==> src/rtl/adder_pkg.sv <==
// rtl/adder_pkg.sv - shared constants and per-stage pipeline record for pipelined_adder
package adder_pkg;

  localparam int DEFAULT_WIDTH  = 32;
  localparam int DEFAULT_STAGES = 4;

  // Bit positions of the flags inside the write-back flag register
  localparam int FLAG_C    = 0;
  localparam int FLAG_V    = 1;
  localparam int FLAG_Z    = 2;
  localparam int FLAG_N    = 3;
  localparam int NUM_FLAGS = 4;

  // Control part of one pipeline stage; operand slices and partial sums sit
  // alongside it in width-parameterised arrays inside the top.
  typedef struct packed {
    logic valid;
    logic carry;
    logic sign_a;
    logic sign_b;
  } stage_ctrl_t;

endpackage

==> src/rtl/adder_segment.sv <==
// rtl/adder_segment.sv - combinational SEG-bit slice adder with carry and sign out
module adder_segment
  import adder_pkg::*;
#(
  parameter int SEG = 8
) (
  input  logic [SEG-1:0] a_i,
  input  logic [SEG-1:0] b_i,
  input  logic           carry_i,
  output logic [SEG-1:0] sum_o,
  output logic           carry_o,
  output logic           sign_o
);

  assign {carry_o, sum_o} = {1'b0, a_i} + {1'b0, b_i} + {{SEG{1'b0}}, carry_i};
  assign sign_o = sum_o[SEG-1];

endmodule

==> src/rtl/pipelined_adder.sv <==
// rtl/pipelined_adder.sv - segmented add/subtract pipeline; PIPELINED_ADDER_SAT_EN enables signed saturation
module pipelined_adder
  import adder_pkg::*;
#(
  parameter int WIDTH  = DEFAULT_WIDTH,
  parameter int STAGES = DEFAULT_STAGES
) (
  input  logic             clock,
  input  logic             reset,
  input  logic             in_valid,
  output logic             in_ready,
  input  logic [WIDTH-1:0] a,
  input  logic [WIDTH-1:0] b,
  input  logic             subtract,
  output logic             out_valid,
  input  logic             out_ready,
  output logic [WIDTH-1:0] result,
  output logic             flag_c,
  output logic             flag_v,
  output logic             flag_z,
  output logic             flag_n
);

  localparam int SEG = WIDTH / STAGES;
  localparam int TOP = (STAGES - 1) * SEG;

  // Rank k holds an operation whose segments 0..k-1 are already summed;
  // segment k is added combinationally between rank k and rank k+1.
  stage_ctrl_t      ctl_q [STAGES];
  stage_ctrl_t      ctl_d [STAGES];
  logic [WIDTH-1:0] opa_q [STAGES];
  logic [WIDTH-1:0] opa_d [STAGES];
  logic [WIDTH-1:0] opb_q [STAGES];
  logic [WIDTH-1:0] opb_d [STAGES];
  logic [WIDTH-1:0] sum_q [STAGES];
  logic [WIDTH-1:0] sum_d [STAGES];

  logic [SEG-1:0]   seg_sum   [STAGES];
  logic             seg_carry [STAGES];
  logic             seg_sign  [STAGES];

  logic             advance;
  logic             accept;
  logic [WIDTH-1:0] b_prime;
  stage_ctrl_t      last_ctl;
  logic [WIDTH-1:0] raw_sum;
  logic             overflow;
  logic [WIDTH-1:0] result_d;
  logic [WIDTH-1:0] result_q;
  logic [NUM_FLAGS-1:0] flags_d;
  logic [NUM_FLAGS-1:0] flags_q;
  logic             out_valid_q;

  assign advance  = !out_valid_q || out_ready;
  assign in_ready = advance && !reset;
  assign accept   = in_valid && in_ready;
  assign b_prime  = subtract ? ~b : b;

  for (genvar k = 0; k < STAGES; k++) begin : g_seg
    adder_segment #(.SEG(SEG)) u_segment (
      .a_i    (opa_q[k][k*SEG +: SEG]),
      .b_i    (opb_q[k][k*SEG +: SEG]),
      .carry_i(ctl_q[k].carry),
      .sum_o  (seg_sum[k]),
      .carry_o(seg_carry[k]),
      .sign_o (seg_sign[k])
    );
  end

  // Next contents of every rank: new operands enter rank 0, older ranks take the segment result below them
  always_comb begin
    ctl_d[0] = '{valid: accept, carry: subtract, sign_a: a[WIDTH-1], sign_b: b_prime[WIDTH-1]};
    opa_d[0] = a;
    opb_d[0] = b_prime;
    sum_d[0] = '0;
    for (int k = 1; k < STAGES; k++) begin
      ctl_d[k]       = ctl_q[k-1];
      ctl_d[k].carry = seg_carry[k-1];
      opa_d[k]       = opa_q[k-1];
      opb_d[k]       = opb_q[k-1];
      sum_d[k]       = sum_q[k-1];
      sum_d[k][(k-1)*SEG +: SEG] = seg_sum[k-1];
    end
  end

  // Pipeline ranks shift together on advance and all hold during a stall
  always_ff @(posedge clock) begin
    if (reset) begin
      for (int k = 0; k < STAGES; k++) begin
        ctl_q[k] <= '0;
        opa_q[k] <= '0;
        opb_q[k] <= '0;
        sum_q[k] <= '0;
      end
    end else if (advance) begin
      for (int k = 0; k < STAGES; k++) begin
        ctl_q[k] <= ctl_d[k];
        opa_q[k] <= opa_d[k];
        opb_q[k] <= opb_d[k];
        sum_q[k] <= sum_d[k];
      end
    end
  end

  assign last_ctl = ctl_q[STAGES-1];

  // Full raw sum: lower segments from the last rank, top segment straight from its adder
  always_comb begin
    raw_sum = sum_q[STAGES-1];
    raw_sum[TOP +: SEG] = seg_sum[STAGES-1];
  end

  assign overflow = (last_ctl.sign_a == last_ctl.sign_b) &&
                    (seg_sign[STAGES-1] != last_ctl.sign_a);

`ifdef PIPELINED_ADDER_SAT_EN
  localparam logic [WIDTH-1:0] SAT_MAX = {1'b0, {(WIDTH-1){1'b1}}};
  localparam logic [WIDTH-1:0] SAT_MIN = {1'b1, {(WIDTH-1){1'b0}}};
  // Overflowing results clamp toward the sign both operands share
  assign result_d = overflow ? (last_ctl.sign_a ? SAT_MIN : SAT_MAX) : raw_sum;
`else
  assign result_d = raw_sum;
`endif

  // Flags; zero and negative describe the value actually emitted
  always_comb begin
    flags_d         = '0;
    flags_d[FLAG_C] = seg_carry[STAGES-1];
    flags_d[FLAG_V] = overflow;
    flags_d[FLAG_Z] = (result_d == '0);
    flags_d[FLAG_N] = result_d[WIDTH-1];
  end

  // Output register: bubbles clear out_valid but leave result and flags untouched
  always_ff @(posedge clock) begin
    if (reset) begin
      out_valid_q <= 1'b0;
      result_q    <= '0;
      flags_q     <= '0;
    end else if (advance) begin
      out_valid_q <= last_ctl.valid;
      if (last_ctl.valid) begin
        result_q <= result_d;
        flags_q  <= flags_d;
      end
    end
  end

  assign out_valid = out_valid_q;
  assign result    = result_q;
  assign flag_c    = flags_q[FLAG_C];
  assign flag_v    = flags_q[FLAG_V];
  assign flag_z    = flags_q[FLAG_Z];
  assign flag_n    = flags_q[FLAG_N];

endmodule
==> config.mk <==
export PLATFORM = sky130hd
export DESIGN_NAME = pipelined_adder
export DESIGN_NICKNAME = d
export VERILOG_FILES = /design/src/rtl/adder_pkg.sv /design/src/rtl/adder_segment.sv /design/src/rtl/pipelined_adder.sv
export SDC_FILE = /design/constraint.sdc
export NUM_CORES = 1
export LEC_CHECK = 0
export ABC_AREA = 1
export CORE_AREA = 2 2 145 147
export DETAILED_ROUTE_END_ITERATION = 8
export DIE_AREA = 0 0 147 149
export PLACE_DENSITY_LB_ADDON = 0.1
export SYNTH_ARGS = -nofsm -noshare
export SYNTH_HDL_FRONTEND = slang
export SYNTH_SLANG_ARGS = --single-unit
==> constraint.sdc <==
create_clock -name clock -period 16.65 [get_ports clock]
set_input_delay 3.33 -clock clock [delete_from_list [all_inputs] [get_ports clock]]
set_output_delay 3.33 -clock clock [all_outputs]
set_load 0.01 [all_outputs]
**After elaboration in Yosys (flattened, before gate mapping)**

Memories as Yosys holds them, arrays and structs flattened.
Index checks and enable logic that the tools add are counted.

- Register bits after elaboration: 37
- Memory bits (writable): 400
- Logic and storage cells: 64
- Memories: 4

Memory list:

| memory | depth | bits a word | rd ports | clocked after memory_dff | wr ports | line | RTL |
|---|---|---|---|---|---|---|---|
| opa_q | 4 | 32 | 4 | 0 | 4 | pipelined_adder.sv:31 | `logic [WIDTH-1:0] opa_q [STAGES];` |
| opb_q | 4 | 32 | 4 | 0 | 4 | pipelined_adder.sv:33 | `logic [WIDTH-1:0] opb_q [STAGES];` |
| sum_q | 4 | 32 | 4 | 0 | 4 | pipelined_adder.sv:35 | `logic [WIDTH-1:0] sum_q [STAGES];` |
| ctl_q | 4 | 4 | 4 | 0 | 4 | pipelined_adder.sv:29 | `stage_ctrl_t ctl_q [STAGES];` |

- $add $sub $neg: 8
- Equal/unequal tests: 2
- Mux-type cells: 22
- Bitwise gates (word level): 17
- Reductions and logical operators: 8

Operator list:

| kind | count |
|---|---|
| 2-to-1 mux 32 bit | 13 |
| adder 8 x 8 -> 9 bit | 4 |
| adder 9 x 1 -> 9 bit | 4 |
| zero test 32 bit | 1 |
| NOT 32 bit | 1 |
| 2-to-1 mux 4 bit | 4 |
| OR 1 bit | 16 |
| 2-to-1 mux 1 bit | 5 |
| logical AND 1 bit | 3 |
| zero test 1 bit | 2 |
| AND reduction 2 bit | 1 |
| == test 1 bit | 1 |
| logical OR 1 bit | 1 |
| != test 1 bit | 1 |

**Depth between registers and ports, before layout**

Gate-level depths: netlist (run 1).

- Word-level depth: 6
- Depth in mapped cells: 13
- Depth with buffers taken out: 13

**Modules after synthesis**

From an unflattened synthesis (run 1), not the netlist that was laid out.

- Cell total of the unflattened synthesis: 1109
- Area, all modules: 11342.1 um^2

By module, submodules not included:

| module | times used | cells an instance | area an instance (um^2) |
|---|---|---|---|
| pipelined_adder | 1 | 869 | 9813.2 |
| adder_segment (g_seg[0].u_segment ...) | 3 | 60 | 391.6 |
| adder_segment (g_seg[3].u_segment) | 1 | 60 | 354.1 |

**Least setup slack after synthesis (run 1)**

OpenSTA, ideal clock, no wires.

- Path kind: input -> register
- Start point: input reset
- End point: memory ctl_q[0][10] in the netlist's numbering, enable pin
- Library setup time: 2.234 ns
- Arrival: 8.613 ns
- Required time: 14.416 ns
- Setup slack: 5.802 ns
- Cell stages on the path: 4
- Cells stage by stage: buf_2 > inv_2 > clkbuf_1 > nand3_1

RTL lines:

| what | line | RTL |
|---|---|---|
| start: declaration | pipelined_adder.sv:9 | `input logic reset,` |
| end: declaration | pipelined_adder.sv:29 |  |

**Worst setup path after layout (run 1)**

- Start point: input reset
- End point: output in_ready

- Word-level cells in the longest chain between the ends: 2

RTL lines:

| what | line | RTL |
|---|---|---|
| zero test 1 bit | pipelined_adder.sv:55 | `assign in_ready = advance && !reset;` |
| logical AND 1 bit | pipelined_adder.sv:55 |  |
| end: declaration | pipelined_adder.sv:11 | `output logic in_ready,` |

No other way between the ends.

==> results of run 1 <==
[where the power goes]
part	switching (mW)	leakage, nW	internal [mW]
clock network	0.219	0.359	0.288
logic	0.0590	2.33	0.0496
registers	0.0119	2.86	0.723
[sequential cells by signal, indices dropped and copies added, names as in the netlist]
| name | count |
|---|---|
| result | 32 |
| sum_q | 48 |
| flags_q | 3 |
| out_valid | 1 |
| opb_q | 78 |
| ctl_q | 14 |
| opa_q | 76 |
[Yosys cell counts]
library cell,number,area share
nand3_1,18,0.0081
a211oi_1,3,0.0020
a21oi_1,51,0.023
buf_1,7,0.0024
dfxtp_1,36,0.065
xor2_1,1,0.00079
a21oi_2,1,0.00079
o21ai_0,46,0.021
nand2_1,73,0.025
nand3b_1,1,0.00068
nand2_2,3,0.0017
or2_1,1,0.00057
clkbuf_1,5,0.0017
buf_4,2,0.0014
xnor2_1,32,0.025
edfxtp_1,216,0.59
nand4_1,8,0.0045
o211ai_1,2,0.0014
o21ai_1,1,0.00045
nor2_1,248,0.084
clkbuf_2,1,0.00045
fa_1,8,0.014
a221oi_1,3,0.0024
inv_2,3,0.0010
a31oi_1,2,0.0011
inv_1,225,0.076
ha_1,28,0.032
nor3_1,8,0.0036
o21bai_1,3,0.0020
buf_2,23,0.010
[cell families (layout without fill, tap and decap cells)]
| kind of cell | count (synthesis) | in the layout |
|---|---|---|
| simple gates | 360 | 360 |
| buf+inv | 266 | 381 |
| flops | 252 | 252 |
| compound gates | 112 | 112 |
| fa+ha+maj | 36 | 36 |
| xor+xnor | 33 | 33 |
[critical path, stage by stage]
cell and delay (ns):
clkdlybuf4s50_1 0.57, inv_2 0.45, nand2_8 0.44, inv_2 0.42
clkdlybuf4s50_1 0.60
[how the worst max path moves through the flow]
stage | endpoint | slack (ns) | cells past startpoint
final | in_ready | 7.47 | 5
after global routing | in_ready | 7.23 | 5
after detailed placement | in_ready | 7.43 | 5
after CTS | in_ready | 7.43 | 5
after floorplan | ctl_q[0][10]$_SDFFCE_PN0P_ | 5.80 | 4
after global placement | in_ready | 7.49 | 5
[stage by stage]
step / setup WS [ns] / cells
6_report: 7.47 / 1449
5_1_grt: 7.23 / 1449
4_1_cts: 7.43 / 1449
3_5_place_dp: 7.43 / 1406
3_3_place_gp: 7.49 / 1406
2_1_floorplan: 5.80 / 1059
[final cells by class]
cell class              instances  share of cell area
clock buffers                  28              0.0487
clock inverters                15             0.00718
inverters                     228              0.0655
multi-input cells             541               0.217
flip-flops and latches        252               0.552
well taps                     275              0.0263
repair buffers                110              0.0831
[routing by layer]
| metal | global-route usage | up-vias | share of wire |
|---|---|---|---|
| li1 | - | 3559 | - |
| met1 | 0.227 | 2984 | 0.50 |
| met2 | 0.237 | 127 | 0.43 |
| met3 | 0.0297 | 21 | 0.052 |
| met4 | 0.0399 | 0 | 0.015 |
| met5 | 0 | - | 0 |
==> results_dict.tcl, run 1 <==
set metrics [dict create \
    post_dp_cell_area_mm2 0.0123 \
    synth-seq-cells 252 \
    clk_latency_ns 0.51 \
    die_w_um 147 \
    post-route-period-util 0.551 \
    clockRootBuffer "clkbuf_16" \
    num_vias 6691 \
    timing.slew.headroom 0.310 \
    grt_pass1_vias 6140 \
    viasPerCell 4.62 \
    nets 1263 \
    synth_top_family_by_area "simple AND/OR/NAND/NOR gates" \
    ir_worst_vdd_mv 0.0661 \
    fp.coreArea_mm2 0.0206 \
    syn_avg_cell_area_um2 10.4 \
    crit_start "reset" \
    hold_buffers 0 \
    drt_iter0_drc 339 \
    numCtsBuffers 25 \
    hold_class "flip-flop to flip-flop" \
    holdPathStages 2 \
    multiInputGateArea_mm2 0.00284 \
    ios 107 \
    final_common_cell "nor2_1" \
    wl_per_cell_um 11.2 \
    synthToLayoutAreaGrowth_pct 18.1 \
    diodes 0 \
    fin_total_pwr_mw 1.35 \
    routed_wirelength_mm 16.2 \
    drtAntennaViolNets 0 \
    rsz0062_at_grt "false" \
    yosys.cell_types.count 30 \
    dp_hpwl_mm 10.2 \
    critPathMaxFanout 118 \
    drive_gt1_frac 0.0383 \
    netlist_area_mm2 0.0111 \
    drcViolationCount 0 \
    fmax_mhz 109 \
    synth_xor_area_frac 0.0261 \
    final_core_util 0.636 \
    powerDensity_mw_per_mm2 103 \
    path_class "primary input to primary output" \
    drt_pass1_iterations 5 \
    num-fill-cells 1659 \
    fin_crit_ns 9.18 \
    start_kind "primary input" \
    r2r_slack_ns 14.29 \
    end_kind "primary output" \
    synth_compound_area_frac 0.0541 \
    antenna_found_initial 0 \
    regToRegStartpoint "out_valid$_SDFFE_PP0N_" \
    clock_sinks 252 \
    hold-path-endpoint "flags_q[1]$_SDFFE_PP0P_" \
    hold_start "flags_q[1]$_SDFFE_PP0P_" \
    start_util 0.538 \
    drv_slew 0 \
    ys_seq_area_frac 0.652 \
    critPathRequiredTime_ns 13.32 \
    grt_overflow 0 \
    final_cell_mix "248 x nor2_1, 225 x inv_1, 216 x edfxtp_1" \
    yosysWarnings 0 \
    post_cts_buffers 0 \
    cts_buffer_depth 3 \
    cts.clk_slew.worst_paths_ns 0.06 \
    cts_tree "done" \
    reg2reg_depth 2 \
    final_hold_viol_count 0 \
    leakage_nw 5.55 \
    gp_congestion 0.764 \
    synthAdderAreaFrac 0.0462 \
    fp-row-count 53 \
    h-tree-depth 1 \
    crit_arrival_ns 5.85 \
    grt_max_degree 119 \
    die_area_mm2 0.0219 \
    synth_nets 1164 \
    r2r-end "opa_q[0][50]$_SDFFCE_PN0P_" \
    grt_pass1_wl_mm 28.4 \
    ff_latch_area_mm2 0.00721 \
    setup_viol 0 \
    synthMuxAreaShare 0 \
    post_cts_resized 0 \
    stdcell_area_mm2 0.0131 \
    whs_ns 0.474 \
    finalSetupTns_ns 0 \
    synth-simple-area-share 0.128 \
    drv_cap 0 \
    grt_use_total 0.154 \
    die_h_um 149 \
    status "complete, no violations" \
    io_buffers 106 \
    synth_cells 1059 \
    tightest_slew_ns 1.03 \
    skew_ns 0.00614 \
]
Power figures use the tool's default switching activity.
==> run 2, diff against run 1 <==
CORE_AREA = 2 2 149 151   (was 2 2 145 147)
DIE_AREA = 0 0 151 153   (was 0 0 147 149)
clock period = 7.6 ns   (was 16.65 ns; I/O delays follow)
==> results_dict.tcl, run 2 (synthesis gave the netlist of run 1 again) <==
set metrics [dict create \
    wl_per_cell_um 11.5 \
    crit_chain "clkdlybuf4s50_1 > inv_2 > nand2_8 > inv_2 > clkdlybuf4s50_1" \
    gp_congestion 0.779 \
    whs_ns 0.481 \
    skew_ns 0.00675 \
    end_kind "primary output" \
    ff_latch_area_mm2 0.00721 \
    start_util 0.515 \
    nets 1265 \
    drive_gt1_frac 0.0407 \
    largest_reg_flops 78 \
    leakage_nw 5.63 \
    post_cts_buffers 0 \
    drt_pass1_iterations 4 \
    post_cts_resized 0 \
    fmax_mhz 179 \
    final_cell_mix "248 x nor2_1, 225 x inv_1, 216 x edfxtp_1" \
    routed_wirelength_mm 16.8 \
    grt_max_degree 130 \
    crit_arrival_ns 4.07 \
    tightest_slew_ns 1.07 \
    drv_cap 0 \
    hold_class "flip-flop to flip-flop" \
    start_kind "primary input" \
    critical_path.max_stage_delay_ns 0.61 \
    top_register "opb_q" \
    clockRootBuffer "clkbuf_16" \
    cts_tree "done" \
    final_hold_viol_count 0 \
    finalSetupTns_ns 0 \
    reg.largest.list "opb_q: 78 flops, opa_q: 76 flops, sum_q: 48 flops" \
    ir_worst_vdd_mv 0.137 \
    hold_start "flags_q[1]$_SDFFE_PP0P_" \
    clock_sinks 252 \
    ios 107 \
    antenna_found_initial 0 \
    viasPerCell 4.63 \
    status "complete, no violations" \
    numCtsBuffers 26 \
    crit_slowest_cell "clkdlybuf4s50_1" \
    io_buffers 106 \
    num-fill-cells 1790 \
    drt_iter0_drc 400 \
    regToRegStartpoint "out_valid$_SDFFE_PP0N_" \
    crit_start "reset" \
    die_area_mm2 0.0231 \
    grt_pass1_vias 6182 \
    fp-row-count 54 \
    rsz0062_at_grt "false" \
    cts.clk_slew.worst_paths_ns 0.06 \
    path_class "primary input to primary output" \
    hold_buffers 0 \
    fin_crit_ns 5.59 \
    fp.coreArea_mm2 0.0215 \
    post-route-period-util 0.736 \
    grt_use_total 0.151 \
    grt_pass1_wl_mm 28.9 \
    setup_viol 0 \
    clk_latency_ns 0.51 \
    num_vias 6754 \
    critPathMaxFanout 129 \
    drcViolationCount 0 \
    h-tree-depth 1 \
    drv_slew 0 \
    r2r-end "ctl_q[0][10]$_SDFFCE_PN0P_" \
    hold-path-endpoint "flags_q[1]$_SDFFE_PP0P_" \
    powerDensity_mw_per_mm2 239 \
    r2r_slack_ns 5.31 \
    diodes 0 \
    final_common_cell "nor2_1" \
    fin_total_pwr_mw 3.16 \
    critPathRequiredTime_ns 6.08 \
    die_w_um 151 \
    drtAntennaViolNets 0 \
    dp_hpwl_mm 10.6 \
    grt_overflow 0 \
    multiInputGateArea_mm2 0.00284 \
    reg2reg_depth 4 \
    holdPathStages 2 \
    cts_buffer_depth 3 \
    die_h_um 153 \
    synthToLayoutAreaGrowth_pct 19.7 \
    final_core_util 0.616 \
    timing.slew.headroom 0.284 \
]
run 2: how the worst max path moves through the flow:
stage	endpoint	slack, ns	depth (start not counted)
finish	in_ready	2.01	5
floorplan	ctl_q[0][10]$_SDFFCE_PN0P_	1.34	4
CTS	in_ready	1.91	5
global route	in_ready	1.72	5
global placement	in_ready	1.96	5
detailed placement	in_ready	1.93	5
run 2: worst max-delay path: cells and delay by family:
family,cells,cell delay (ns)
AND/OR/NAND/NOR,1,0.46
buffers and inverters,4,2.07
run 2: metal layers:
metal / part of all wire / vias up / track usage
met1: 0.50 / 3024 / 0.227
met2: 0.43 / 131 / 0.229
li1: - / 3572 / -
met3: 0.047 / 27 / 0.0260
met4: 0.017 / 0 / 0.0360
met5: 0 / - / 0
run 2: report_power, final:
part | switching, mW | internal [mW] | total, mW
sequential | 0.0267 | 1.59 | 1.61
clock | 0.493 | 0.816 | 1.31
combinational | 0.130 | 0.109 | 0.239
run 2: stage by stage:
stage / cell area [um2] / setup slack, ns / cells
detailed placement: 12300 / 1.93 / 1412
global placement: 12300 / 1.96 / 1412
floorplan: 11100 / 1.34 / 1059
global route: 13200 / 1.72 / 1460
finish: 13200 / 2.01 / 1460
CTS: 13200 / 1.91 / 1460
run 2: layout make-up:
cell class / instances / area share
inverters: 228 / 0.0647
repair buffers: 111 / 0.0826
clock buffers: 34 / 0.0530
multi-input cells: 541 / 0.215
flip-flops and latches: 252 / 0.544
well taps: 280 / 0.0265
clock inverters: 14 / 0.0141
==> run 3, diff against run 2 <==
clock period = 5.07 ns   (was 7.6 ns; I/O delays follow)
==> results_dict.tcl, run 3 (synthesis gave the netlist of run 1 again) <==
set metrics [dict create \
    status "complete, no violations" \
    grt_use_total 0.150 \
    crit_slowest_cell "clkdlybuf4s50_1" \
    power_frac_seq 0.535 \
    clk_latency_ns 0.51 \
    largest_reg_flops 78 \
    wl_per_cell_um 11.6 \
    nets 1266 \
    post_dp_cell_area_mm2 0.0124 \
    combPwrFrac 0.080 \
    critPathMaxFanout 31 \
    powerDensity_mw_per_mm2 343 \
    die_h_um 153 \
    start_util 0.515 \
    h-tree-depth 1 \
    final_hold_viol_count 0 \
    p_sw_uw 959 \
    synthToLayoutAreaGrowth_pct 19.0 \
    routed_wirelength_mm 17.0 \
    post-route-period-util 0.788 \
    tightest_slew_ns 1.06 \
    intPower_mw 3.56 \
    antenna_found_initial 0 \
    final_common_cell "nor2_1" \
    post_cts_resized 0 \
    switching_share 0.212 \
    drv_cap 0 \
    fin_crit_ns 4.00 \
    grt_overflow 0 \
    drt_pass1_iterations 5 \
    grt_pass1_wl_mm 28.7 \
    diodes 0 \
    rsz0062_at_grt "false" \
    numCtsBuffers 25 \
    grt_pass1_vias 6227 \
    skew_ns 0.0106 \
    num_vias 6717 \
    fmax_mhz 250 \
    stdcell_area_mm2 0.0132 \
    grt_max_degree 104 \
    drv_slew 0 \
    top_register "opb_q" \
    crit_arrival_ns 2.98 \
    io_buffers 106 \
    cts_buffer_depth 3 \
    drtAntennaViolNets 0 \
    die_w_um 151 \
    viasPerCell 4.60 \
    hold_class "flip-flop to flip-flop" \
    ios 107 \
    reg.largest.list "opb_q: 78 flops, opa_q: 76 flops, sum_q: 48 flops" \
    setup_viol 0 \
    final_cell_mix "248 x nor2_1, 225 x inv_1, 216 x edfxtp_1" \
    crit_chain "clkdlybuf4s50_1 > inv_2 > nand2_8 > inv_2 > clkdlybuf4s50_1" \
    fp-row-count 54 \
    leakage_nw 5.61 \
    clock_sinks 252 \
    timing.slew.headroom 0.292 \
    gp_congestion 0.810 \
    clkPwrFrac 0.386 \
    drcViolationCount 0 \
    clockRootBuffer "clkbuf_16" \
    start_kind "primary input" \
    drt_iter0_drc 389 \
    die_area_mm2 0.0231 \
    critical_path.max_stage_delay_ns 0.61 \
    critPathRequiredTime_ns 4.06 \
    finalSetupTns_ns 0 \
    fp.coreArea_mm2 0.0215 \
    end_kind "primary output" \
    path_class "primary input to primary output" \
    ir_worst_vdd_mv 0.231 \
    post_cts_buffers 0 \
    hold_buffers 0 \
    dp_hpwl_mm 10.9 \
    cts.clk_slew.worst_paths_ns 0.06 \
    drive_gt1_frac 0.0483 \
    cts_tree "done" \
]
## run 3: layer usage
metal | vias to the layer above | part of all wire | global-route usage
met2 | 134 | 0.44 | 0.235
li1 | 3573 | - | -
met1 | 2991 | 0.49 | 0.218
met5 | - | 0 | 0
met3 | 19 | 0.055 | 0.0284
met4 | 0 | 0.015 | 0.0374
## run 3: power by group through the flow
stage	Sequential, mW	Combinational (mW)	Clock, mW
floorplan	2.45	0.233	0
global placement	2.46	0.360	0
detailed placement	2.46	0.365	0
CTS	2.42	0.368	1.80
global route	2.43	0.418	1.88
finish	2.42	0.361	1.74
## run 3: layout make-up
cell class,instances,area [um2]
Timing Repair Buffer,113,1120
Tap cell,280,350
Clock inverter,10,77.6
Sequential cell,252,7210
Fill cell,1815,8330
Multi-Input combinational cell,541,2840
Inverter,228,856
Clock buffer,35,706
## run 3: worst paths after layout
path | slack, ns | from | depth (start not counted) | end
setup / recovery | 1.07 | reset | 5 | in_ready
hold / removal | 0.47 | flags_q[1]$_SDFFE_PP0P_ | 2 | flags_q[1]$_SDFFE_PP0P_
setup reg to reg | 2.26 | out_valid$_SDFFE_PP0N_ | 5 | opb_q[0][1]$_SDFFCE_PN0P_
hold reg to reg | 0.47 | flags_q[1]$_SDFFE_PP0P_ | 2 | flags_q[1]$_SDFFE_PP0P_
## run 3: critical path, delay by kind of cell
family                 cells  cell delay [ns]
buffers and inverters      4             1.89
and+or+nand+nor            1             0.07
## run 3: metrics by stage
step / setup WS (ns) / hold slack, ns / instances / power, mW / utilization
5_1_grt: 0.973 / 0.501 / 1459 / 4.72 / 0.612
6_report: 1.07 / 0.470 / 1459 / 4.52 / 0.612
2_1_floorplan: 1.04 / 0.471 / 1059 / 2.69 / -
3_3_place_gp: 0.834 / 0.453 / 1414 / 2.82 / 0.576
3_5_place_dp: 0.761 / 0.459 / 1414 / 2.83 / 0.576
4_1_cts: 1.08 / 0.469 / 1459 / 4.58 / 0.612
